[src/rtl/midi_gate_decoder.sv]
// MIDI byte-stream parser producing a monophonic gate, note/velocity and the
// four ADSR envelope parameters driven by control changes 72/73/75/79.
module midi_gate_decoder #(
  parameter logic [3:0] CHANNEL = 4'd0,
  parameter bit         OMNI    = 1'b0
) (
  input  logic        clk,
  input  logic        reset,
  input  logic [7:0]  rx_data,
  input  logic        rx_valid,
  output logic        key_state,
  output logic [6:0]  note,
  output logic [6:0]  velocity,
  output logic        note_evt,
  output logic [15:0] attack_amt,
  output logic [15:0] decay_amt,
  output logic [15:0] sustain_amt,
  output logic [15:0] rel_amt
);

  typedef enum logic [1:0] {
    ST_IDLE    = 2'd0,
    ST_WAIT_D1 = 2'd1,
    ST_WAIT_D2 = 2'd2,
    ST_SYSEX   = 2'd3
  } state_t;

  // Command is the status high nibble with its always-set MSB dropped.
  localparam logic [2:0] CMD_NOTE_OFF = 3'd0;
  localparam logic [2:0] CMD_NOTE_ON  = 3'd1;
  localparam logic [2:0] CMD_CC       = 3'd3;
  localparam logic [2:0] CMD_PROG     = 3'd4;
  localparam logic [2:0] CMD_CHAN_AT  = 3'd5;

  localparam logic [6:0] CC_REL     = 7'd72;
  localparam logic [6:0] CC_ATTACK  = 7'd73;
  localparam logic [6:0] CC_DECAY   = 7'd75;
  localparam logic [6:0] CC_SUSTAIN = 7'd79;
  localparam logic [6:0] CC_ALL_OFF = 7'd123;

  localparam logic [15:0] ATTACK_RST  = 16'h0100;
  localparam logic [15:0] DECAY_RST   = 16'h0040;
  localparam logic [15:0] SUSTAIN_RST = 16'h8000;
  localparam logic [15:0] REL_RST     = 16'h0040;

  // Replicate a 7-bit CC value across 16 bits; optionally keep it nonzero.
  function automatic logic [15:0] expand_cc(input logic [6:0] v, input logic floor_one);
    logic [15:0] e;
    e = {v, v, v[6:5]};
    if (floor_one && (e == 16'h0000)) begin
      expand_cc = 16'h0001;
    end else begin
      expand_cc = e;
    end
  endfunction

  state_t      state_r, state_nxt_s;
  logic [2:0]  cmd_r, cmd_nxt_s;
  logic        discard_r, discard_nxt_s;
  logic [6:0]  d1_r, d1_nxt_s;
  logic        msg_done_s;

  logic        is_rt_s, is_status_s, is_data_s, chan_ok_s;

  logic        key_r, evt_r;
  logic [6:0]  note_r, vel_r;
  logic [15:0] attack_r, decay_r, sustain_r, rel_r;

  logic        exec_s, note_on_s, off_req_s, gate_off_s, cc_s;
  logic [6:0]  d2_s;

  // Byte classification; realtime bytes are invisible to the parser.
  always_comb begin
    is_rt_s     = (rx_data[7:3] == 5'b11111);
    is_status_s = rx_valid & rx_data[7] & ~is_rt_s;
    is_data_s   = rx_valid & ~rx_data[7];
    chan_ok_s   = OMNI || (rx_data[3:0] == CHANNEL);
  end

  // Parser state register with running status, discard flag and first data byte.
  always_ff @(posedge clk or negedge reset) begin
    if (!reset) begin
      state_r   <= ST_IDLE;
      cmd_r     <= 3'd0;
      discard_r <= 1'b0;
      d1_r      <= 7'd0;
    end else begin
      state_r   <= state_nxt_s;
      cmd_r     <= cmd_nxt_s;
      discard_r <= discard_nxt_s;
      d1_r      <= d1_nxt_s;
    end
  end

  // Parser next-state logic.
  always_comb begin
    state_nxt_s   = state_r;
    cmd_nxt_s     = cmd_r;
    discard_nxt_s = discard_r;
    d1_nxt_s      = d1_r;
    msg_done_s    = 1'b0;
    if (is_status_s) begin
      // Any status byte ends sysex without being taken as a new running status.
      if (state_r == ST_SYSEX) begin
        state_nxt_s = ST_IDLE;
      end else if (rx_data[7:4] != 4'hF) begin
        state_nxt_s   = ST_WAIT_D1;
        cmd_nxt_s     = rx_data[6:4];
        discard_nxt_s = ~chan_ok_s;
      end else if (rx_data == 8'hF0) begin
        state_nxt_s = ST_SYSEX;
      end else begin
        state_nxt_s = ST_IDLE;
      end
    end else if (is_data_s) begin
      case (state_r)
        ST_IDLE: begin
          state_nxt_s = ST_IDLE;
        end
        ST_WAIT_D1: begin
          d1_nxt_s = rx_data[6:0];
          if ((cmd_r == CMD_PROG) || (cmd_r == CMD_CHAN_AT)) begin
            state_nxt_s = ST_WAIT_D1;
          end else begin
            state_nxt_s = ST_WAIT_D2;
          end
        end
        ST_WAIT_D2: begin
          msg_done_s  = 1'b1;
          state_nxt_s = ST_WAIT_D1;
        end
        ST_SYSEX: begin
          state_nxt_s = ST_SYSEX;
        end
        default: begin
          state_nxt_s = ST_IDLE;
        end
      endcase
    end else begin
      state_nxt_s = state_r;
    end
  end

  // Decode the completed three-byte message into output actions.
  always_comb begin
    exec_s     = msg_done_s & ~discard_r;
    d2_s       = rx_data[6:0];
    note_on_s  = 1'b0;
    off_req_s  = 1'b0;
    cc_s       = 1'b0;
    gate_off_s = 1'b0;
    if (exec_s) begin
      case (cmd_r)
        CMD_NOTE_ON: begin
          if (d2_s != 7'd0) begin
            note_on_s = 1'b1;
          end else begin
            off_req_s = 1'b1;
          end
        end
        CMD_NOTE_OFF: begin
          off_req_s = 1'b1;
        end
        CMD_CC: begin
          cc_s = 1'b1;
        end
        default: begin
          note_on_s = 1'b0;
        end
      endcase
    end else begin
      note_on_s = 1'b0;
    end
    // Only the most recent note may release the gate.
    if (off_req_s && (d1_r == note_r) && key_r) begin
      gate_off_s = 1'b1;
    end else if (cc_s && (d1_r == CC_ALL_OFF) && key_r) begin
      gate_off_s = 1'b1;
    end else begin
      gate_off_s = 1'b0;
    end
  end

  // Registered gate, note, velocity and event pulse.
  always_ff @(posedge clk or negedge reset) begin
    if (!reset) begin
      key_r  <= 1'b0;
      note_r <= 7'd0;
      vel_r  <= 7'd0;
      evt_r  <= 1'b0;
    end else begin
      evt_r <= note_on_s | gate_off_s;
      if (note_on_s) begin
        key_r  <= 1'b1;
        note_r <= d1_r;
        vel_r  <= d2_s;
      end else if (gate_off_s) begin
        key_r <= 1'b0;
      end
    end
  end

  // Registered envelope parameters updated by their control changes.
  always_ff @(posedge clk or negedge reset) begin
    if (!reset) begin
      attack_r  <= ATTACK_RST;
      decay_r   <= DECAY_RST;
      sustain_r <= SUSTAIN_RST;
      rel_r     <= REL_RST;
    end else if (cc_s) begin
      case (d1_r)
        CC_ATTACK:  attack_r  <= expand_cc(d2_s, 1'b1);
        CC_DECAY:   decay_r   <= expand_cc(d2_s, 1'b1);
        CC_SUSTAIN: sustain_r <= expand_cc(d2_s, 1'b0);
        CC_REL:     rel_r     <= expand_cc(d2_s, 1'b1);
        default:    attack_r  <= attack_r;
      endcase
    end
  end

  assign key_state   = key_r;
  assign note        = note_r;
  assign velocity    = vel_r;
  assign note_evt    = evt_r;
  assign attack_amt  = attack_r;
  assign decay_amt   = decay_r;
  assign sustain_amt = sustain_r;
  assign rel_amt     = rel_r;

endmodule
[config.mk]
export PLATFORM = sky130hd
export DESIGN_NAME = midi_gate_decoder
export DESIGN_NICKNAME = d
export VERILOG_FILES = /design/src/rtl/midi_gate_decoder.sv
export SDC_FILE = /design/constraint.sdc
export NUM_CORES = 1
export LEC_CHECK = 0
export CORE_UTILIZATION = 50
export DETAILED_ROUTE_END_ITERATION = 16
export GPL_TIMING_DRIVEN = 0
export PLACE_DENSITY = 0.83
export SLEW_MARGIN = 20
export SYNTH_ARGS = -nofsm -noshare
export SYNTH_HDL_FRONTEND = slang
export SYNTH_SLANG_ARGS = --single-unit
[constraint.sdc]
create_clock -name clk -period 4.3 [get_ports clk]
set_input_delay 1.29 -clock clk [delete_from_list [all_inputs] [get_ports clk]]
set_output_delay 1.29 -clock clk [all_outputs]
set_load 0.005 [all_outputs]
==> out/results.ini <==
[run_status]
status = finished, final reports clean

[detailed_routing]
drt_pass1_iterations = 4
drc = 0
drt-initial-drc-count = 162
wire_per_inst_microns = 16.8
route.final.wire_length_mm = 6.78
vias_per_cell = 5.38
postRouteAntennaNets = 0
via_count = 2167

[grt]
antenna_found_initial = 0
grt-ovfl-total = 0
grt_max_degree = 60
track_usage = 0.239
grt_pass1_wl_mm = 11.0
grt_pass1_vias = 2195

[synthesis]
synth_ff_type = dfrtp_1
synth_area_sq_um = 2990
yosysSeqAreaShare = 0.537
syn-instance-count = 227
yosys.area.top_type = dfrtp_1
syn_area_per_cell_sq_um = 13.2
async_reset_ff_frac = 1.00
synth-seq-cells = 64
syn_nets = 238
yosys.area.top_type_share = 0.502
synthTopCellsByCount = dfrtp_1, mux2_2, buf_4
synth-edff-count = 0
synth.area.top_cells = dfrtp_1, mux2_2, buf_4
yosysMostFrequentCell = dfrtp_1
netlist-cell-type-count = 35
yosysWarnings = 0

[sta]
worst_slew_pin_slew_ns = 0.854
rsz0062_at_grt = no
slew_headroom = 0.425
setup_viol = 0
hold_violations = 0
fin_setup_tns_ns = 0
fin_ws_ns = 1.04
fin_crit_ns = 3.26
period_share = 0.758
drv_slew = 0
fin_skew_ns = 0.00800
max_freq_mhz = 307

[power]
total_leakage_power_nw = 1.95
power_mw = 1.28
vdd_drop_max_v = 0.000227
power_density_nw_per_um2 = 308

[cts]
clock_latency_ns = 0.33
cts_buffer_depth = 2
cts_sinks = 64
cts_tree = done
path_clk_slew_ns = 0.06
postCtsHoldBufs = 0
cts_resized = 0
h-tree-depth = 3
cts_made_buffers = 9
cts_root_buf = clkbuf_8
post-cts-setup-buffers = 0

[floorplan]
ios = 91
row_count = 27
core_area_sq_um = 5640
dieArea_sq_um = 6290
initial_core_util = 0.530
die_h_microns = 79.3
die-width_microns = 79.3

[final_layout]
nFillCells = 387
nets = 339
fin_util = 0.735
diodes = 0
multi_input_area_sq_um = 1110
layout.cells.non_filler = 403
drive_above_1_share = 0.341
area_growth_pct = 38.8
seq_area_sq_um = 1610

[critical_path]
setup.worst_path.end_class = flip-flop
crit_fanout = 10
crit_end = note[4]
required_ns = 4.51
critPathKind = in -> reg
cp_data_arrival_time_ns = 3.47
cp-startpoint = rx_data[2]
r2r-start = cmd_r[1]
startpoint_type = primary input
crit-reg2reg-capture = sustain_amt[12]
regToRegSetupSlack_ns = 2.25
reg2regPathDepth = 4

[placed_design]
hpwl_mm = 4.84
portBuffers = 89
dp_worst_setup_slack_ns = 0.705
globalplace.congestion = 0.798
place_inst = 389

[min_path]
hp-class = reg -> reg

[flow_run]
drv_cap = 0

cells by family (layout without fill, tap and decap cells):
group | after synthesis | after routing | synth area share
xor gates and xnor gates | 7 | 7 | 0.0205
DFF | 64 | 64 | 0.537
buffers and inverters | 42 | 146 | 0.0908
AOI/OAI and AO/OA | 17 | 17 | 0.0356
and+or+nand+nor | 41 | 41 | 0.105
muxes | 56 | 56 | 0.211
worst min path at each step:
stage / start / end / cells after the start
detailed placement: rel_amt[13] / rel_amt[13] / 1
CTS: rel_amt[13] / rel_amt[13] / 1
finish: rel_amt[13] / rel_amt[13] / 1
floorplan: rel_amt[0] / rel_amt[0] / 1
global route: velocity[5] / velocity[5] / 1
global placement: rel_amt[13] / rel_amt[13] / 1
area by class of cell:
| class | count | share of cell area |
|---|---|---|
| plain buffers | 36 | 0.0600 |
| clock inverters | 1 | 0.00121 |
| repair buffers | 90 | 0.221 |
| inverters | 6 | 0.00543 |
| multi-input cells | 121 | 0.268 |
| well taps | 72 | 0.0217 |
| clock buffers | 13 | 0.0359 |
| flip-flops and latches | 64 | 0.387 |
stage by stage:
stage | hold slack [ns] | area [sq um]
5_1_grt | 0.527 | 4150
3_5_place_dp | 0.495 | 4000
4_1_cts | 0.509 | 4150
6_report | 0.504 | 4150
2_1_floorplan | 0.504 | 2990
3_3_place_gp | 0.488 | 3970
sequential cells by signal (all words and copies together) (netlist names):
name         flops
rel_amt          9
d1_r             7
attack_amt       9
velocity         7
note_evt         1
discard_r        1
state_r          2
sustain_amt      8
cmd_r            3
key_state        1
note             7
decay_amt        9
where the power goes:
part | switching (mW) | internal (mW) | leakage (nW)
Clock | 0.204 | 0.218 | 0.0794
Sequential | 0.0534 | 0.640 | 0.852
Combinational | 0.0853 | 0.0751 | 1.02
cells in the final DEF, fill, tap and decap left out, types with 3 or more instances in the layout:
master	instances
a21oi_1	7
buf_4	31
clkbuf_1	8
clkbuf_8	10
clkdlybuf4s50_1	88
dfrtp_1	60
dfstp_2	4
inv_1	6
mux2_2	56
nand2_1	11
nand3_1	3
nand4_1	4
nor3_1	3
nor4_1	3
o21ai_0	3
xor2_1	7
routing by layer:
layer,global-route usage,part of all wire,vias to the layer above
met5,0,0,-
met4,0.140,0.024,0
met3,0.0471,0.058,16
met2,0.409,0.53,84
met1,0.276,0.39,1081
li1,-,-,986
critical path, stage by stage:
cell	delay, ns
clkdlybuf4s50_1	0.55
nor4_1	0.55
nand4_1	0.28
nand3_2	0.23
buf_4	0.22
mux2_2	0.35
No activity file was read; power rests on OpenSTA's default activity.
